### src/rtl/uart_pkg.sv
// Shared definitions for the UART receiver: frame-sequencer state encoding,
// legal oversampling ratios and the default frame data width.
package uart_pkg;

    localparam int unsigned BUS_WIDTH_DEF = 8;

    // Oversampling ratios the receiver supports; anything else falls back to 8.
    localparam int unsigned PRESC_8  = 8;
    localparam int unsigned PRESC_16 = 16;
    localparam int unsigned PRESC_32 = 32;

    typedef enum logic [2:0] {
        StIdle,
        StStart,
        StData,
        StParity,
        StStop,
        StErrChk
    } rx_state_e;

    // Maps a requested prescale onto a supported one.
    function automatic int unsigned legal_presc(input int unsigned p);
        if (p == PRESC_16 || p == PRESC_32) begin
            return p;
        end
        return PRESC_8;
    endfunction

endpackage

### src/rtl/uart_rx_edge_bit_cnt.sv
// Oversample edge counter and bit counter for the UART receiver.
// While cnt_en is high, edge_cnt counts 0..presc-1 and wraps; each wrap advances
// bit_cnt. When cnt_en is low both counters are held at zero.
// Ports:
//   CLK      in   oversampling clock
//   RST      in   asynchronous reset, active-low
//   cnt_en   in   count enable; low clears both counters
//   presc    in   latched oversampling ratio
//   edge_cnt out  oversample index within the current bit
//   bit_cnt  out  bit index within the frame
//   bit_end  out  edge_cnt == presc-1 (last oversample of the bit)
module uart_rx_edge_bit_cnt #(
    parameter int unsigned PRESC_W   = 6,
    parameter int unsigned BIT_CNT_W = 4
) (
    input  logic                 CLK,
    input  logic                 RST,
    input  logic                 cnt_en,
    input  logic [PRESC_W-1:0]   presc,
    output logic [PRESC_W-1:0]   edge_cnt,
    output logic [BIT_CNT_W-1:0] bit_cnt,
    output logic                 bit_end
);

    logic [PRESC_W-1:0]   edge_q;
    logic [BIT_CNT_W-1:0] bit_q;

    assign bit_end  = (edge_q == presc - PRESC_W'(1));
    assign edge_cnt = edge_q;
    assign bit_cnt  = bit_q;

    always_ff @(posedge CLK or negedge RST) begin
        if (!RST) begin
            edge_q <= '0;
            bit_q  <= '0;
        end else if (!cnt_en) begin
            edge_q <= '0;
            bit_q  <= '0;
        end else if (bit_end) begin
            edge_q <= '0;
            bit_q  <= bit_q + BIT_CNT_W'(1);
        end else begin
            edge_q <= edge_q + PRESC_W'(1);
        end
    end

endmodule

### src/rtl/uart_rx_ctrl.sv
// Frame sequencer for the UART receiver. Detects the start edge on RX_IN, runs the
// edge/bit counter through start, data, optional parity and stop bits, enables the
// sampler, checkers and deserializer in turn, and pulses data_valid for clean frames.
// Ports:
//   CLK, RST                  clock; asynchronous active-low reset
//   RX_IN                     synchronized serial input, idle high
//   PAR_EN                    parity bit present (sampled at end of last data bit)
//   Prescale                  oversampling ratio 8/16/32, latched at the start edge
//   strt_glitch/par_err/stp_err  registered checker results
//   dat_samp_en               sampler enable for START..STOP
//   edge_cnt, bit_cnt         counter positions
//   deser_en                  one-cycle shift strobe per data bit
//   strt_chk_en/par_chk_en/stp_chk_en  checker enables, edges [M, P-1] of their bit
//   data_valid                one-cycle pulse for an error-free frame
module uart_rx_ctrl
    import uart_pkg::*;
#(
    parameter int unsigned BUS_WIDTH = BUS_WIDTH_DEF,
    parameter int unsigned PRESC_W   = 6,
    parameter int unsigned BIT_CNT_W = 4
) (
    input  logic                 CLK,
    input  logic                 RST,
    input  logic                 RX_IN,
    input  logic                 PAR_EN,
    input  logic [PRESC_W-1:0]   Prescale,
    input  logic                 strt_glitch,
    input  logic                 par_err,
    input  logic                 stp_err,
    output logic                 dat_samp_en,
    output logic [PRESC_W-1:0]   edge_cnt,
    output logic [BIT_CNT_W-1:0] bit_cnt,
    output logic                 deser_en,
    output logic                 strt_chk_en,
    output logic                 par_chk_en,
    output logic                 stp_chk_en,
    output logic                 data_valid
);

    rx_state_e          state_q, state_d;
    logic [PRESC_W-1:0] presc_q, presc_d;
    logic               par_flag_q, par_flag_d;

    logic dat_samp_en_q, dat_samp_en_d;
    logic deser_en_q, deser_en_d;
    logic strt_chk_en_q, strt_chk_en_d;
    logic par_chk_en_q, par_chk_en_d;
    logic stp_chk_en_q, stp_chk_en_d;
    logic data_valid_q, data_valid_d;

    logic               bit_end;
    logic               run_q, run_d, cnt_en;
    logic [PRESC_W-1:0] mid_m1, last_m1;
    logic               in_win;

    assign run_q = (state_q == StStart) || (state_q == StData) ||
                   (state_q == StParity) || (state_q == StStop);
    assign run_d = (state_d == StStart) || (state_d == StData) ||
                   (state_d == StParity) || (state_d == StStop);

    // Counting only while staying inside the frame: entry and exit both clear the
    // counters, so every frame starts at edge 0 / bit 0 and IDLE/ERR_CHK show zeros.
    assign cnt_en = run_q && run_d;

    uart_rx_edge_bit_cnt #(
        .PRESC_W   (PRESC_W),
        .BIT_CNT_W (BIT_CNT_W)
    ) u_cnt (
        .CLK      (CLK),
        .RST      (RST),
        .cnt_en   (cnt_en),
        .presc    (presc_q),
        .edge_cnt (edge_cnt),
        .bit_cnt  (bit_cnt),
        .bit_end  (bit_end)
    );

    // Outputs are registered, so decode one edge early: the enable window
    // [M, P-1] is entered from edge_cnt in [M-1, P-2] of the same bit.
    assign mid_m1  = (presc_q >> 1) + PRESC_W'(1);
    assign last_m1 = presc_q - PRESC_W'(2);
    assign in_win  = (edge_cnt >= mid_m1) && (edge_cnt <= last_m1);

    always_comb begin
        state_d    = state_q;
        presc_d    = presc_q;
        par_flag_d = par_flag_q;
        case (state_q)
            StIdle: begin
                if (!RX_IN) begin
                    state_d    = StStart;
                    presc_d    = PRESC_W'(legal_presc(32'(Prescale)));
                    par_flag_d = 1'b0;
                end
            end
            StStart: begin
                if (bit_end) begin
                    state_d = strt_glitch ? StIdle : StData;
                end
            end
            StData: begin
                if (bit_end && (bit_cnt == BIT_CNT_W'(BUS_WIDTH))) begin
                    state_d = PAR_EN ? StParity : StStop;
                end
            end
            StParity: begin
                if (bit_end) begin
                    par_flag_d = par_err;
                    state_d    = StStop;
                end
            end
            StStop: begin
                if (bit_end) begin
                    state_d = StErrChk;
                end
            end
            StErrChk: state_d = StIdle;
            default:  state_d = StIdle;
        endcase
    end

    always_comb begin
        dat_samp_en_d = run_d;
        strt_chk_en_d = (state_q == StStart) && in_win;
        deser_en_d    = (state_q == StData) && (edge_cnt == mid_m1);
        par_chk_en_d  = (state_q == StParity) && in_win;
        stp_chk_en_d  = (state_q == StStop) && in_win;
        // stp_err is judged as the stop bit closes; the result lands in ERR_CHK.
        data_valid_d  = (state_q == StStop) && bit_end && !par_flag_q && !stp_err;
    end

    always_ff @(posedge CLK or negedge RST) begin
        if (!RST) begin
            state_q       <= StIdle;
            presc_q       <= PRESC_W'(PRESC_8);
            par_flag_q    <= 1'b0;
            dat_samp_en_q <= 1'b0;
            deser_en_q    <= 1'b0;
            strt_chk_en_q <= 1'b0;
            par_chk_en_q  <= 1'b0;
            stp_chk_en_q  <= 1'b0;
            data_valid_q  <= 1'b0;
        end else begin
            state_q       <= state_d;
            presc_q       <= presc_d;
            par_flag_q    <= par_flag_d;
            dat_samp_en_q <= dat_samp_en_d;
            deser_en_q    <= deser_en_d;
            strt_chk_en_q <= strt_chk_en_d;
            par_chk_en_q  <= par_chk_en_d;
            stp_chk_en_q  <= stp_chk_en_d;
            data_valid_q  <= data_valid_d;
        end
    end

    assign dat_samp_en = dat_samp_en_q;
    assign deser_en    = deser_en_q;
    assign strt_chk_en = strt_chk_en_q;
    assign par_chk_en  = par_chk_en_q;
    assign stp_chk_en  = stp_chk_en_q;
    assign data_valid  = data_valid_q;

endmodule

### config.mk
export PLATFORM = sky130hd
export DESIGN_NAME = uart_rx_ctrl
export DESIGN_NICKNAME = d
export VERILOG_FILES = /design/src/rtl/uart_pkg.sv /design/src/rtl/uart_rx_edge_bit_cnt.sv /design/src/rtl/uart_rx_ctrl.sv
export SDC_FILE = /design/constraint.sdc
export NUM_CORES = 1
export LEC_CHECK = 0
export BUFFER_PORTS_ARGS = -buffer_cell sky130_fd_sc_hd__clkbuf_2
export CELL_PAD_IN_SITES_DETAIL_PLACEMENT = 1
export CELL_PAD_IN_SITES_GLOBAL_PLACEMENT = 1
export CORE_MARGIN = 5
export CORE_UTILIZATION = 40
export CTS_BUF_LIST = sky130_fd_sc_hd__clkbuf_4
export DETAILED_ROUTE_END_ITERATION = 10
export HOLD_SLACK_MARGIN = 0.02
export PLACE_DENSITY_LB_ADDON = 0.3
export SETUP_SLACK_MARGIN = 0.4
export SKIP_LAST_GASP = 1
export SLEW_MARGIN = 40
export SYNTH_ARGS = -nofsm -noshare
export SYNTH_HDL_FRONTEND = slang
export SYNTH_HIERARCHICAL = 1
export SYNTH_SLANG_ARGS = --single-unit
### constraint.sdc
create_clock -name CLK -period 2.9 [get_ports CLK]
set_clock_uncertainty 0.2 [all_clocks]
set_input_delay 0.58 -clock CLK [delete_from_list [all_inputs] [get_ports CLK]]
set_output_delay 0.58 -clock CLK [all_outputs]
set_load 0.01 [all_outputs]
==> flow_summary_export.csv, run 1 <==
group,metric,value,unit
setup_path,r2r.worst_path.cells,11,
synth,syn_area,1810,sq um
final_layout,postLayoutCellArea,2260,sq um
placement,port-buffer-count,28,
floorplanning,die_h,77.3,microns
hold_path,hp-class,"in -> async",
setup_path,worstPathMaxFanout,6,
floorplanning,core_area,4380,sq um
sta,relSlewSlack,54.5,%
setup_path,start_kind,"flip-flop",
drt,dr_total_vias,1533,
sta,clock.fmax,0.379,GHz
drt,ant_nets,0,
drt,first_pass_iters,4,
synth,synthDistinctLibCells,46,
final_layout,area.sequential,656,sq um
setup_path,ff2ff_setup_slack,260,ps
synth,synthArstFlopShare,100,%
power,leakage,0.00107,uW
grt,grt_pass1_vias,1546,
setup_path,slowest_stage,"dfrtp_2",
setup_path,worstPathArrival,2690,ps
outcome,status,"completed",
floorplanning,die_area,5980,sq um
placement,place_area,2060,sq um
synth,syn_nets,224,
setup_path,worst_setup_path_end_kind,"flip-flop",
floorplanning,start_util,41.3,%
drt,drcViolationCount,0,
placement,place_inst,275,
setup_path,worstPathCellList,"inv_2, ha_4, nand2_1, o211a_1, o31a_1, nor2_4, or4_4, o311ai_2, o32ai_2, a21oi_1, or3_1",
synth,synth_edf_count,0,
sta,hold_viol,0,
power,total_power,1570,uW
floorplanning,io_pins,29,
synth,synth-seq-cells,26,
final_layout,fin_nets,268,
cts,cts_root_buf,"clkbuf_4",
sta,setup_viol,0,
cts,cts_max_level,1,
placement,gp_congestion,0.823,
grt,antenna_found_initial,0,
drt,drt_iter0_markers,67,
final_layout,areaGrowthSynthToFinish,24.9,%
grt,grtUsageTotal,16.0,%
synth,ys.warnings.count,6,
cts,clkSinkCount,26,
synth,postSynthCellCount,194,
synth,synth-main-ff-cell,"dfrtp_1",
flow_run,cap_violations,0,
cts,clockBufferDepth,2,
sta,max_slew.worst_pin.slew,682,ps
cts,cts_tree,"yes",
setup_path,reg2reg_from,"presc_q[0]$_DFFE_PN0P_",
final_layout,nFillCells,515,
placement,hpwl,3500,microns
cts,numCtsBuffers,3,
grt,grt_max_degree,27,
sta,fin_setup_tns,0,ps
synth,synth_area_per_cell,9.34,sq um
floorplanning,die_width,77.3,microns
drt,wl_per_cell,17.1,microns
sta,slew_viol_final,0,
cts,worstSkewPairLatency,350,ps
drt,via_per_inst,5.30,
final_layout,multiInputGateArea,1180,sq um
setup_path,required,2950,ps
final_layout,fin_cells,289,
grt,overflow,0,
setup_path,rr_endpoint,"dat_samp_en$_DFF_PN0_",
power,ir_drop,0.271,mV
final_layout,n_antenna_cell,0,
setup_path,slowest_delay,500,ps
setup_path,worstSetupPathType,"reg -> reg",
cts,hold_buffers,0,
grt,grt_pass1_wl,7620,microns
cts,clkTransAtPathRegs,150,ps
sta,rsz0062_at_grt,"true",
synth,yosysSeqAreaShare,36.0,%
sta,period_share,91.1,%
sta,finalCriticalPeriod,2640,ps
floorplanning,row_count,24,
power,power_density,694,nW/um^2
drt,drt-total-wl,4950,microns
final_layout,drive_gt1_share,34.2,%
## synthesized netlist by cell type (2+ instances only)
master / count / area (sq um)
clkbuf_1: 2 / 7.51
nor3_1: 6 / 30.0
nor3b_1: 2 / 15.0
nor4_1: 2 / 12.5
nand2_1: 17 / 63.8
o21ai_0: 3 / 15.0
and2b_1: 2 / 15.0
xnor2_1: 12 / 105
nor4_2: 2 / 25.0
o21a_1: 2 / 15.0
o22ai_1: 2 / 12.5
ha_1: 17 / 213
dfrtp_1: 25 / 626
a31oi_1: 4 / 25.0
nand4_1: 3 / 18.8
nor2b_1: 4 / 25.0
buf_6: 2 / 22.5
or3b_1: 2 / 17.5
inv_1: 15 / 56.3
nand3_1: 8 / 40.0
mux2i_1: 3 / 30.0
nor2_1: 16 / 60.1
a21oi_1: 8 / 40.0
xor2_1: 5 / 43.8
nand2b_1: 7 / 43.8
a21o_1: 2 / 15.0
buf_2: 2 / 10.0
## worst max-delay path by stage
stage	startpoint	end	slack, ps	depth (start not counted)
after global placement	presc_q[0]$_DFFE_PN0P_	dat_samp_en$_DFF_PN0_	210	11
after detailed placement	presc_q[0]$_DFFE_PN0P_	dat_samp_en$_DFF_PN0_	120	11
after floorplan	presc_q[0]$_DFFE_PN0P_	dat_samp_en$_DFF_PN0_	300	12
after CTS	presc_q[1]$_DFFE_PN0P_	dat_samp_en$_DFF_PN0_	300	12
after global routing	presc_q[1]$_DFFE_PN0P_	dat_samp_en$_DFF_PN0_	120	12
final	presc_q[0]$_DFFE_PN0P_	dat_samp_en$_DFF_PN0_	260	11
## sequential cells by signal, indices dropped and copies added (netlist names)
name	cells
presc_q	6
state_q	3
strt_chk_en	1
par_flag_q	1
par_chk_en	1
deser_en	1
u_cnt/edge_cnt	6
data_valid	1
u_cnt/bit_cnt	4
stp_chk_en	1
dat_samp_en	1
## stage by stage
| stage | util [%] | hold WS, ps | worst slack [ps] |
|---|---|---|---|
| 2_1_floorplan | - | 84.4 | 299 |
| 3_3_place_gp | 46.9 | 250 | 210 |
| 3_5_place_dp | 46.9 | 239 | 120 |
| 4_1_cts | 48.7 | 68.6 | 304 |
| 5_1_grt | 51.6 | 95.0 | 122 |
| 6_report | 51.6 | 37.7 | 259 |
## cell usage in the layout (no fill, tap or decap), types with 2 or more instances in the layout
cell,synthesis,routed
a21o_1,2,2
a21oi_1,8,5
a21oi_2,0,3
a31oi_1,4,4
and2b_1,2,2
buf_4,0,14
buf_6,2,3
clkbuf_2,0,28
clkbuf_4,0,3
dfrtp_1,25,22
dfrtp_2,0,3
ha_1,17,16
inv_1,15,13
inv_2,0,2
mux2i_1,3,3
nand2_1,17,13
nand2_2,0,4
nand2b_1,7,4
nand2b_4,0,3
nand3_1,8,8
nand4_1,3,3
nor2_1,16,14
nor2b_1,4,3
nor3_1,6,5
nor4_1,2,2
o21a_1,2,2
o21ai_0,3,3
o22ai_1,2,2
or3b_1,2,2
xnor2_1,12,11
xor2_1,5,5
## repair_timing
item	4_1_cts	5_1_grt
pin swaps	7	9
resized for setup	7	17
hold endpoints to repair	0	0
endpoints found under the setup margin	12	16
buffers inserted	3	7
## logic make-up after synthesis
kind of cell | after synthesis | synth area share [%]
AND/OR/NAND/NOR | 80 | 25.3
AO/OA/AOI/OAI | 29 | 11.1
flip-flops | 26 | 36.0
buffers and inverters | 21 | 5.32
XOR/XNOR | 17 | 8.22
adder cells (fa/ha/maj) | 17 | 11.7
multiplexers | 4 | 2.28
## cell type report
| class | count | area share [%] |
|---|---|---|
| Sequential cell | 26 | 29.0 |
| Tap cell | 52 | 2.87 |
| Clock buffer | 3 | 0.995 |
| Multi-Input combinational cell | 147 | 52.2 |
| Timing Repair Buffer | 45 | 12.3 |
| Clock inverter | 1 | 0.166 |
| Inverter | 15 | 2.49 |
## layer usage
metal	up-vias	track usage [%]	share of wire [%]
met3	7	2.22	2.4
met5	-	0	0
met1	748	21.4	47
met4	0	5.15	2.2
li1	760	-	-
met2	18	26.6	49
## worst max-delay path, delay by kind of cell (launching register included)
family | cells | cell delay [ps]
fa+ha+maj | 1 | 150
buf+inv | 1 | 100
flops | 1 | 500
compound gates | 5 | 880
simple gates | 4 | 710
## where the power goes
part           switching (uW)  internal (uW)
sequential                113            423
clock                     122           51.0
combinational             453            407
total                     688            882
(Power assumes the default switching activity.)
==> inputs of run 2 (changes only) <==
Settings changed: REMOVE_ABC_BUFFERS from default to 1.
==> flow_summary_export.csv, run 2 (same netlist as run 1, synthesis figures left out) <==
group,metric,value,unit
final_layout,final_util,50.9,%
setup_path,slowest_stage,"dfrtp_1",
placement,place_inst,278,
floorplanning,io_pins,29,
placement,hpwl,3500,microns
sta,finalCriticalPeriod,2630,ps
floorplanning,die_width,77.3,microns
final_layout,fin_cells,289,
cts,clkTransAtPathRegs,150,ps
final_layout,drive_gt1_share,31.2,%
setup_path,worstPathMaxFanout,8,
placement,gp_congestion,0.784,
sta,slew_viol_final,0,
setup_path,crit_start,"presc_q[0]$_DFFE_PN0P_",
setup_path,required,2920,ps
cts,cts_root_buf,"clkbuf_4",
final_layout,postLayoutCellArea,2230,sq um
drt,via_per_inst,5.28,
cts,hold_buffers,0,
cts,clockBufferDepth,2,
setup_path,worstPathCellList,"buf_6, nor4_4, a21oi_1, nand4b_4, nor2_2, buf_6, or4_4, o311ai_4, o32ai_2, a21oi_1, or3_1",
floorplanning,die_h,77.3,microns
sta,relSlewSlack,52.5,%
cts,worstSkewPairLatency,320,ps
drt,wl_per_cell,16.5,microns
floorplanning,start_util,41.3,%
grt,grt_max_degree,27,
cts,clkSinkCount,26,
floorplanning,die_area,5980,sq um
floorplanning,core_area,4380,sq um
sta,hold_viol,0,
drt,first_pass_iters,4,
sta,clock.fmax,0.380,GHz
final_layout,n_antenna_cell,0,
final_layout,final_cell_mix,"28 x clkbuf_2, 24 x dfrtp_1, 17 x nand2_1",
setup_path,start_kind,"flip-flop",
grt,grt_pass1_vias,1619,
drt,dr_total_vias,1525,
sta,period_share,90.7,%
drt,ant_nets,0,
grt,grtUsageTotal,16.2,%
cts,cts_tree,"yes",
floorplanning,row_count,24,
setup_path,r2r.worst_path.cells,11,
placement,port-buffer-count,28,
hold_path,hp-class,"in -> async",
sta,rsz0062_at_grt,"true",
grt,antenna_found_initial,0,
sta,max_slew.worst_pin.slew,713,ps
grt,grt_pass1_wl,7930,microns
setup_path,slowest_delay,430,ps
final_layout,fin_nets,268,
sta,setup_viol,0,
sta,worst_hold_slack,74.6,ps
power,power_density,676,nW/um^2
drt,drcViolationCount,0,
flow_run,cap_violations,0,
cts,cts_max_level,1,
setup_path,worstPathArrival,2650,ps
setup_path,worstSetupPathType,"reg -> reg",
grt,overflow,0,
outcome,status,"completed",
power,leakage,0.00106,uW
cts,numCtsBuffers,3,
final_layout,layout_commonest_cell,"clkbuf_2",
drt,drt_iter0_markers,59,
placement,place_area,2050,sq um
power,ir_drop,0.284,mV
drt,drt-total-wl,4760,microns
setup_path,reg2reg_from,"presc_q[0]$_DFFE_PN0P_",
final_layout,areaGrowthSynthToFinish,23.1,%
sta,fin_setup_tns,0,ps
setup_path,worst_setup_path_end_kind,"flip-flop",
[run 2: cell type report]
cell class / count / area, sq um
well taps: 52 / 65.1
inverters: 15 / 56.3
flip-flops and latches: 26 / 653
clock buffers: 3 / 22.5
clock inverters: 1 / 3.75
multi-input cells: 147 / 1150
fillers: 531 / 2150
repair buffers: 45 / 279
[run 2: metrics by stage]
step | setup WS [ps] | power, uW
floorplan | -75.5 | 991
global placement | 263 | 1230
detailed placement | 163 | 1260
CTS | 314 | 1460
global route | 148 | 1640
finish | 270 | 1510
[run 2: final timing paths]
check / to / slack (ps)
max: dat_samp_en$_DFF_PN0_ / 270
max in group asynchronous: presc_q[2]$_DFFE_PN0P_ / 1930
min reg2reg: data_valid$_DFF_PN0_ / 280
max reg2reg: dat_samp_en$_DFF_PN0_ / 270
min in group CLK: data_valid$_DFF_PN0_ / 210
min: u_cnt/bit_cnt[1]$_DFFE_PN0P_ / 70
[run 2: power breakdown]
group,switching (uW),internal [uW],leakage [uW],total [uW]
registers,102,423,0.000344,525
logic,436,383,0.000705,819
clock network,114,50.4,0.0000154,164
total,651,857,0.00106,1510
[run 2: per-layer routing]
layer / wire (microns) / part of all wire (%) / vias up / global-route usage [%]
li1: - / - / 762 / -
met1: 2260 / 47 / 747 / 22.0
met2: 2400 / 50 / 14 / 27.9
met3: 89 / 1.9 / 2 / 2.22
met4: 15 / 0.32 / 0 / 2.06
met5: 0 / 0 / - / 0
[run 2: what timing repair did]
item                       4_1_cts  5_1_grt
cloned                           0        0
setup buffers                    5        2
resized for setup               14        9
setup endpoints to repair       10       15
pin swaps                        7       13
[run 2: critical path: cells and delay by family, from the launching register on]
| family | cells | cell delay (ps) |
|---|---|---|
| AND/OR/NAND/NOR | 5 | 1130 |
| flip-flops | 1 | 430 |
| buffers and inverters | 2 | 280 |
| AO/OA/AOI/OAI | 4 | 490 |
